<file path="config.mk">
export PLATFORM = sky130hd
export DESIGN_NAME = key_note_selector
export DESIGN_NICKNAME = d
export VERILOG_FILES = /design/src/rtl/piano_pkg.sv /design/src/rtl/key_debounce.sv /design/src/rtl/key_note_selector.sv
export SDC_FILE = /design/constraint.sdc
export NUM_CORES = 1
export LEC_CHECK = 0
export BUFFER_PORTS_ARGS = -buffer_cell sky130_fd_sc_hd__clkbuf_2
export CORE_ASPECT_RATIO = 1.4
export CORE_MARGIN = 4
export CORE_UTILIZATION = 60
export DETAILED_ROUTE_END_ITERATION = 16
export GPL_TIMING_DRIVEN = 0
export HOLD_SLACK_MARGIN = 0.08
export PLACE_DENSITY = 0.76
export SKIP_CTS_REPAIR_TIMING = 1
export SYNTH_ARGS = -nofsm -noshare
export SYNTH_HDL_FRONTEND = slang
export SYNTH_SLANG_ARGS = --single-unit
</file>
<file path="constraint.sdc">
create_clock -name clk -period 2.7 [get_ports clk]
set_clock_uncertainty 0.1 [all_clocks]
set_input_delay 0.54 -clock clk [delete_from_list [all_inputs] [get_ports clk]]
set_output_delay 0.54 -clock clk [all_outputs]
set_load 0.1 [all_outputs]
</file>
<file path="src/rtl/piano_pkg.sv">
// Shared types and sizes for the piano key-to-note selector.
package piano_pkg;

  localparam int unsigned NUM_KEYS = 16;
  localparam int unsigned NOTE_W   = 4;

  typedef logic [NOTE_W-1:0] note_idx_t;

  typedef enum logic {
    IDLE = 1'b0,
    PLAY = 1'b1
  } sel_state_t;

endpackage

</file>
<file path="src/rtl/key_debounce.sv">
// One key: two-stage synchroniser plus a tick-driven stability counter.
// The debounced level only flips after STABLE_CNT consecutive ticks that
// see the opposite raw level.
module key_debounce #(
  parameter int unsigned STABLE_CNT = 4
) (
  input  logic clk,
  input  logic reset_n,
  input  logic tick_i,
  input  logic key_i,
  output logic db_o
);

  localparam int unsigned    CNT_W    = 3;
  localparam logic [CNT_W-1:0] CNT_LAST = CNT_W'(STABLE_CNT - 1);

  logic             sync1_q;
  logic             sync2_q;
  logic             db_q;
  logic [CNT_W-1:0] cnt_q;

  // Synchronise the raw key and debounce it on sample ticks.
  always_ff @(posedge clk) begin
    if (!reset_n) begin
      sync1_q <= 1'b0;
      sync2_q <= 1'b0;
      db_q    <= 1'b0;
      cnt_q   <= '0;
    end else begin
      sync1_q <= key_i;
      sync2_q <= sync1_q;
      if (tick_i) begin
        if (sync2_q == db_q) begin
          cnt_q <= '0;
        end else if (cnt_q == CNT_LAST) begin
          db_q  <= ~db_q;
          cnt_q <= '0;
        end else begin
          cnt_q <= cnt_q + CNT_W'(1);
        end
      end
    end
  end

  assign db_o = db_q;

endmodule

</file>
<file path="src/rtl/key_note_selector.sv">
// Debounces 16 piano keys and reduces them to one active note:
// last-pressed key wins, and on release of the playing note the
// highest still-held key takes over.
module key_note_selector
  import piano_pkg::*;
#(
  parameter int unsigned SAMPLE_DIV = 50000,
  parameter int unsigned STABLE_CNT = 4
) (
  input  logic                clk,
  input  logic                reset_n,
  input  logic [NUM_KEYS-1:0] keys,
  output logic [NOTE_W-1:0]   note_sel,
  output logic                note_on,
  output logic                note_change
);

  localparam int unsigned      DIV_W    = (SAMPLE_DIV > 1) ? $clog2(SAMPLE_DIV) : 1;
  localparam logic [DIV_W-1:0] DIV_LAST = DIV_W'(SAMPLE_DIV - 1);

  logic [DIV_W-1:0]    div_q;
  logic                tick_c;
  logic [NUM_KEYS-1:0] db_c;
  logic [NUM_KEYS-1:0] db_q;
  logic [NUM_KEYS-1:0] rise_c;
  logic [NUM_KEYS-1:0] fall_c;
  note_idx_t           rise_top_c;
  note_idx_t           db_top_c;
  sel_state_t          state_q;
  note_idx_t           sel_q;
  logic                chg_q;

  // Index of the highest set bit; 0 when the vector is empty.
  function automatic note_idx_t highest_idx(input logic [NUM_KEYS-1:0] v);
    note_idx_t idx;
    idx = '0;
    for (int i = 0; i < int'(NUM_KEYS); i++) begin
      if (v[i]) idx = note_idx_t'(i);
    end
    return idx;
  endfunction

  // Sample-tick divider: wraps at SAMPLE_DIV-1, tick on the last count.
  always_ff @(posedge clk) begin
    if (!reset_n) begin
      div_q <= '0;
    end else if (tick_c) begin
      div_q <= '0;
    end else begin
      div_q <= div_q + DIV_W'(1);
    end
  end

  assign tick_c = (div_q == DIV_LAST);

  for (genvar k = 0; k < int'(NUM_KEYS); k++) begin : g_key
    key_debounce #(
      .STABLE_CNT (STABLE_CNT)
    ) u_debounce (
      .clk     (clk),
      .reset_n (reset_n),
      .tick_i  (tick_c),
      .key_i   (keys[k]),
      .db_o    (db_c[k])
    );
  end

  // Delayed debounced levels for press/release edge detection.
  always_ff @(posedge clk) begin
    if (!reset_n) begin
      db_q <= '0;
    end else begin
      db_q <= db_c;
    end
  end

  assign rise_c     = db_c & ~db_q;
  assign fall_c     = ~db_c & db_q;
  assign rise_top_c = highest_idx(rise_c);
  assign db_top_c   = highest_idx(db_c);

  // Note-selection FSM; note_change flags any change of note_sel or note_on.
  always_ff @(posedge clk) begin
    if (!reset_n) begin
      state_q <= IDLE;
      sel_q   <= '0;
      chg_q   <= 1'b0;
    end else begin
      chg_q <= 1'b0;
      case (state_q)
        IDLE: begin
          if (|rise_c) begin
            state_q <= PLAY;
            sel_q   <= rise_top_c;
            chg_q   <= 1'b1;
          end
        end
        PLAY: begin
          if (|rise_c) begin
            sel_q <= rise_top_c;
            chg_q <= (rise_top_c != sel_q);
          end else if (fall_c[sel_q]) begin
            if (|db_c) begin
              sel_q <= db_top_c;
              chg_q <= (db_top_c != sel_q);
            end else begin
              state_q <= IDLE;
              chg_q   <= 1'b1;
            end
          end
        end
        default: state_q <= IDLE;
      endcase
    end
  end

  assign note_sel    = sel_q;
  assign note_on     = (state_q == PLAY);
  assign note_change = chg_q;

endmodule
</file>
==> results.md, run 1 <==
- Outcome: completed
- Clk_lat worst skew: 0.42 ns
- I/O pin count: 24
- RSZ-0062 raised after global routing: false
- Synth Area in Compound Gates: 9.167%
- Ys async rst share: 0%
- Main synth FF type: dfxtp_1
- Final Hold Viols: 0
- Nets: 753
- Clk buf depth: 2
- Largest family of logic cells by synthesized area: simple AND/OR/NAND/NOR gates
- Detailed-route wire length per cell: 15.95 um
- Iter 0 DRT Violations: 330
- FP Rows: 43
- Worst hold slack: 0.2234 ns
- Core outline area: 9899 um^2
- Min Tclk post-route: 2.454 ns
- CTS tree: yes
- Hold Path Origin: keys[6]
- H-tree Lvls: 4
- Tot Pwr: 4.532 mW
- Crit path launch type: flop
- Mean Syn Cell Area: 9.025 um^2
- Setup violators final: 0
- Largest net degree at the start of global routing: 17
- Antenna viol nets, final: 0
- Synth Instances: 676
- First-pass GRT wire length: 23420 um
- Final GP Congestion: 0.9275
- Final instance area: 7004 um^2
- Reg-to-reg startpoint: div_q[0]$_SDFF_PP0_
- Pwr Density: 647.1 nW/um^2
- Reg clk slew, reported paths: 0.06 ns
- Placement-stage cell area: 6386 um^2
- Hold crit path type: in2reg
- Multi-input logic area: 3186 um^2
- Maxcap violations: 0
- Root Driver: clkbuf_16
- Worst slack, placed: 0.06453 ns
- DRC errors left: 0
- Simple-Gate Fraction of Synth Area: 30.84%
- Final WS setup: 0.2462 ns
- Global-route usage over all layers: 25.24%
- ANT cells: 0
- Detailed Place HPWL: 9472 um
- Max FO, Critical Path: 10
- Fin Setup TNS: 0 ns
- Fmax: 0.4075 GHz
- Placed Cells: 834
- Leakage: 2.802 nW
- Adder-cell share of the synthesized area: 3.486%
- Slew @ Worst Pin: 0.7127 ns
- Vias in the first global route: 4864
- Fillers: 777
- Antenna violations before repair: 0
- Vias per inst: 5.581
- Non-filler cells, final: 864
- WL final: 13780 um
- Mux contribution to synthesized area: 4.020%
- WP data required: 2.89 ns
- Mapped cell area: 6101 um^2
- Sequential share of the synthesized area: 43.97%
- Syn Nets: 711
- Die span in x: 93.22 um
- Area growth syn-to-layout: 14.81%
- DIE HEIGHT: 127.3 um
- Slew Limit Fails: 0
- Gr ovfl total: 0
- Vias: 4822
- Post-synth EDFFs: 0
- VDD IR max: 0.4424 mV
- Final Cycle Share: 90.88%
- Synth cell types: 55
- Total iterations of the first detailed-routing run: 5
- Starting Density: 61.63%
- Xor-xnor portion of the synthesized cell area: 4.594%
- CP Data Arrival Time: 2.65 ns
- Die area: 11870 um^2
- Port Buf Inserts: 23
- Crit. End Element: flop
- Clk sinks: 134
- Ys Warns: 0
- First element of the critical path: div_q[0]$_SDFF_PP0_
- Register Area: 2684 um^2
- Finished Core Util: 70.75%
- Max-slew headroom: 52.49%
- Synth Register Bits: 134
- Crit Path Category: reg2reg
- Layout cells sized above 1: 11.80%
- Inserted Clock Buffers: 17
[cells by family after synthesis]
| family | after synthesis |
|---|---|
| and+or+nand+nor | 338 |
| DFF | 134 |
| AOI/OAI and AO/OA | 85 |
| buffers and inverters | 48 |
| xor gates and xnor gates | 32 |
| muxes | 22 |
| adders and majority gates | 17 |
[flip-flops by register name, indices dropped and copies added (netlist names)]
register                  cells
note_change                   1
db_q                         16
div_q                        16
g_key.u_debounce.db_o        16
g_key.u_debounce.cnt_q       48
g_key.u_debounce.sync1_q     16
g_key.u_debounce.sync2_q     16
note_sel                      4
note_on                       1
[path summary, 6_finish.rpt]
| kind | end | slack, ns | cells past startpoint |
|---|---|---|---|
| worst min register to register | g_key[5].u_debounce.cnt_q[2]$_SDFFE_PN0N_ | 0.33 | 2 |
| worst max register to register | g_key[8].u_debounce.cnt_q[2]$_SDFFE_PN0N_ | 0.25 | 7 |
| worst min-delay path | g_key[6].u_debounce.sync1_q$_SDFF_PN0_ | 0.22 | 2 |
| worst max-delay path | g_key[8].u_debounce.cnt_q[2]$_SDFFE_PN0N_ | 0.25 | 7 |
[synthesized netlist by cell type, drive strengths merged, types with 8 or more instances]
master	instances	area share, %
a21boi	23	2.8
a21oi	32	2.6
and2	50	5.1
buf	19	2.1
clkbuf	21	1.3
dfxtp	134	44
ha	17	3.5
inv	8	0.49
mux2i	20	3.3
nand2	65	4.0
nand2b	40	4.1
nand3	26	2.1
nand4	13	1.3
nor2	46	3.3
nor2b	49	5.0
nor3	13	1.1
nor4	14	1.8
xnor2	8	1.1
xor2	24	3.4
[area by class of cell]
type	count	area share, %
tap	135	2.412
timing repair buffer	23	1.643
sequential	134	38.32
clock inverter	9	2.161
multi-input combinational	494	45.48
buffer	40	2.983
clock buffer	21	6.574
inverter	8	0.4287
[routing by layer]
metal | share of wire [%] | GRT usage, % | vias to the layer above
met1 | 41 | 29.13 | 2272
li1 | - | - | 2383
met5 | 0 | 0 | -
met4 | 2.1 | 9.664 | 0
met3 | 5.3 | 6.537 | 31
met2 | 52 | 44.31 | 136
[power by group]
| part | internal [mW] | leakage [nW] | switching, mW | total [mW] |
|---|---|---|---|---|
| registers | 2.00 | 1.09 | 0.0136 | 2.02 |
| clock network | 1.58 | 0.299 | 0.836 | 2.41 |
| logic | 0.0433 | 1.42 | 0.0561 | 0.0994 |
[worst max-delay path, cell delays in order (launching register included)]
cell     delay, ns
dfxtp_1       0.38
ha_1          0.22
and3_1        0.23
nand3_1       0.18
nor3_4        0.50
buf_4         0.29
buf_2         0.30
a21oi_1       0.12
[cell usage in the layout (no fill, tap or decap), drive strengths merged, types with 23 or more instances in the layout]
cell type  instances
nor2              46
dfxtp            134
nand2             65
a21boi            23
nand2b            40
xor2              24
and2              50
clkbuf            65
a21oi             32
nand3             26
nor2b             49
Note: power is estimated with default switching activity, not from simulation.
==> inputs of run 2 (changes only) <==
--- a/config.mk
+++ b/config.mk
@@ -8,12 +8,13 @@
 export BUFFER_PORTS_ARGS = -buffer_cell sky130_fd_sc_hd__clkbuf_2
 export CORE_ASPECT_RATIO = 1.4
 export CORE_MARGIN = 4
-export CORE_UTILIZATION = 60
+export CORE_UTILIZATION = 55
 export DETAILED_ROUTE_END_ITERATION = 16
 export GPL_TIMING_DRIVEN = 0
 export HOLD_SLACK_MARGIN = 0.08
-export PLACE_DENSITY = 0.76
+export PLACE_DENSITY = 0.73
 export SKIP_CTS_REPAIR_TIMING = 1
+export SLEW_MARGIN = 20
 export SYNTH_ARGS = -nofsm -noshare
 export SYNTH_HDL_FRONTEND = slang
 export SYNTH_SLANG_ARGS = --single-unit
==> constraint.sdc (replaced) <==
create_clock -name clk -period 2.2 [get_ports clk]
set_clock_uncertainty 0.1 [all_clocks]
set_input_delay 0.44 -clock clk [delete_from_list [all_inputs] [get_ports clk]]
set_output_delay 0.44 -clock clk [all_outputs]
set_load 0.1 [all_outputs]
==> results.md, run 2 (same netlist as run 1, synthesis figures left out) <==
- Outcome: completed (unchanged)
- First element of the critical path: g_key[1].u_debounce.db_o$_SDFFE_PN0P_ (was div_q[0]$_SDFF_PP0_)
- Fin Setup TNS: 0 ns (unchanged)
- Critical path depth in cells: 7 (unchanged)
- Met2 wire length: 7513 um (was 7163 um)
- Worst hold slack: 0.1208 ns (was 0.2234 ns)
- Antenna violations before repair: 0 (unchanged)
- Iter 0 DRT Violations: 302 (was 330)
- Detailed Place HPWL: 9650 um (was 9472 um)
- Port Buf Inserts: 23 (unchanged)
- Max-slew headroom: 53.40% (was 52.49%)
- Max reg flops: 48 (unchanged)
- Crit Path Category: reg2reg (unchanged)
- First-pass GRT wire length: 23120 um (was 23420 um)
- Fmax: 0.4586 GHz (was 0.4075 GHz)
- Metal3 WL: 754 um (was 727 um)
- Placed Cells: 840 (was 834)
- FF-to-FF setup slack: 0.02 ns (was 0.25 ns)
- DRC errors left: 0 (unchanged)
- DIE HEIGHT: 132.6 um (was 127.3 um)
- Layout cells sized above 1: 17.08% (was 11.80%)
- Setup violators final: 0 (unchanged)
- Leakage: 2.875 nW (was 2.802 nW)
- Clk_lat worst skew: 0.42 ns (about the same)
- Crit path launch type: flop (unchanged)
- Pwr Density: 771.6 nW/um^2 (was 647.1 nW/um^2)
- Die area: 12870 um^2 (was 11870 um^2)
- WP data required: 2.44 ns (was 2.89 ns)
- Clk sinks: 134 (unchanged)
- Register bank with the most flops: g_key.u_debounce.cnt_q (unchanged)
- Cells along the critical path: nor2b_2 > a2111oi_4 > nand4_1 > buf_4 > a211oi_1 > o21ai_0 > mux2i_1 (was ha_1 > and3_1 > nand3_1 > nor3_4 > buf_4 > buf_2 > a21oi_1)
- Detailed-route wire length per cell: 16.54 um (was 15.95 um)
- Min Tclk post-route: 2.181 ns (was 2.454 ns)
- CP max stage delay: 0.42 ns (was 0.50 ns)
- CTS tree: yes (unchanged)
- Non-filler cells, final: 873 (was 864)
- CP Data Arrival Time: 2.42 ns (was 2.65 ns)
- Most common cell after layout, fill and taps aside: dfxtp_1 (unchanged)
- Reg-to-reg startpoint: g_key[1].u_debounce.db_o$_SDFFE_PN0P_ (was div_q[0]$_SDFF_PP0_)
- FP Rows: 45 (was 43)
- Largest net degree at the start of global routing: 17 (unchanged)
- Root Driver: clkbuf_16 (unchanged)
- Final Cycle Share: 99.13% (was 90.88%)
- Gr ovfl total: 0 (unchanged)
- Metal-1 WL: 5735 um (was 5595 um)
- Critical R2R Capture: note_sel[0]$_SDFFE_PN0P_ (was g_key[8].u_debounce.cnt_q[2]$_SDFFE_PN0N_)
- Area growth syn-to-layout: 19.16% (was 14.81%)
- Inserted Clock Buffers: 17 (unchanged)
- Die span in x: 97.01 um (was 93.22 um)
- ANT cells: 0 (unchanged)
- Final Hold Viols: 0 (unchanged)
- Vias per inst: 5.658 (was 5.581)
- Highest routed layer: met4 (unchanged)
- I/O pin count: 24 (unchanged)
- Global-route usage over all layers: 22.43% (was 25.24%)
- Reg clk slew, reported paths: 0.06 ns (about the same)
- Crit path to: note_sel[0]$_SDFFE_PN0P_ (was g_key[8].u_debounce.cnt_q[2]$_SDFFE_PN0N_)
- Critical path's slowest cell: a2111oi_4 (was nor3_4)
- Vias: 4939 (was 4822)
- Core outline area: 10870 um^2 (was 9899 um^2)
- Clk buf depth: 2 (unchanged)
- Total iterations of the first detailed-routing run: 5 (unchanged)
- Cell family contributing the most delay on the critical path: compound AO/OA/AOI/OAI gates (was simple AND/OR/NAND/NOR gates)
- Tot Pwr: 5.609 mW (was 4.532 mW)
- WL final: 14440 um (was 13780 um)
- Bufs and invs on worst path: 1 (was 2)
- Antenna viol nets, final: 0 (unchanged)
- Worst r2r path cells: 7 (unchanged)
- H-tree Lvls: 4 (unchanged)
- VDD IR max: 0.6555 mV (was 0.4424 mV)
- Starting Density: 56.14% (was 61.63%)
- Hold crit path type: in2reg (unchanged)
- Maxcap violations: 0 (unchanged)
- Final GP Congestion: 0.8615 (was 0.9275)
- Vias in the first global route: 4823 (was 4864)
- Nets: 754 (was 753)
- Slew @ Worst Pin: 0.6989 ns (was 0.7127 ns)
- Max FO, Critical Path: 7 (was 10)
- Most frequent cells in the layout: dfxtp_1, nand2_1, and2_1 (unchanged)
- Crit. End Element: flop (unchanged)
- Slew Limit Fails: 0 (unchanged)
[run 2: final cells by class]
cell class                 instances  area [um^2]
multi-input combinational        495         3328
timing repair buffer              31        205.2
clock inverter                    14        197.7
inverter                           8        30.03
clock buffer                      18        429.2
buffer                            32        195.2
sequential                       134         2708
tap                              141        176.4
fill                             859         3597
[run 2: routing by layer]
metal,up-vias,global-route usage [%]
li1,2391,-
met1,2369,24.45
met2,139,39.78
met3,40,5.643
met4,0,11.79
met5,-,0
[run 2: worst reg2reg max path: cells and delay by family (launching register included)]
family	cells	cell delay (ns)
buffers and inverters	1	0.19
AND/OR/NAND/NOR	2	0.37
multiplexers	1	0.17
AO/OA/AOI/OAI	3	0.86
flip-flops	1	0.41
[run 2: power by group]
group | total, mW | internal (mW) | switching (mW)
clock | 3.01 | 1.91 | 1.10
sequential | 2.47 | 2.45 | 0.0176
combinational | 0.126 | 0.0550 | 0.0714
[run 2: worst min path at each step]
stage                                                     startpoint                                         end  cells past startpoint
after floorplan            g_key[0].u_debounce.cnt_q[2]$_SDFFE_PN0N_   g_key[0].u_debounce.cnt_q[2]$_SDFFE_PN0N_                      2
final                                                       keys[14]     g_key[14].u_debounce.sync1_q$_SDFF_PN0_                      2
after global placement    g_key[15].u_debounce.cnt_q[2]$_SDFFE_PN0N_  g_key[15].u_debounce.cnt_q[2]$_SDFFE_PN0N_                      2
after detailed placement     g_key[10].u_debounce.sync1_q$_SDFF_PN0_     g_key[10].u_debounce.sync2_q$_SDFF_PN0_                      1
after CTS                                                   keys[14]     g_key[14].u_debounce.sync1_q$_SDFF_PN0_                      2
after global routing                                         keys[0]      g_key[0].u_debounce.sync1_q$_SDFF_PN0_                      2
[run 2: stage by stage]
stage | worst slack (ns) | instance area [um^2] | util [%]
finish | 0.01924 | 7269 | 66.90
global route | -0.04727 | 7269 | 66.90
CTS | -0.5163 | 7038 | 64.77
detailed placement | -0.4792 | 6411 | 59.00
global placement | -0.3914 | 6411 | 59.00
floorplan | -0.01763 | 6120 | -
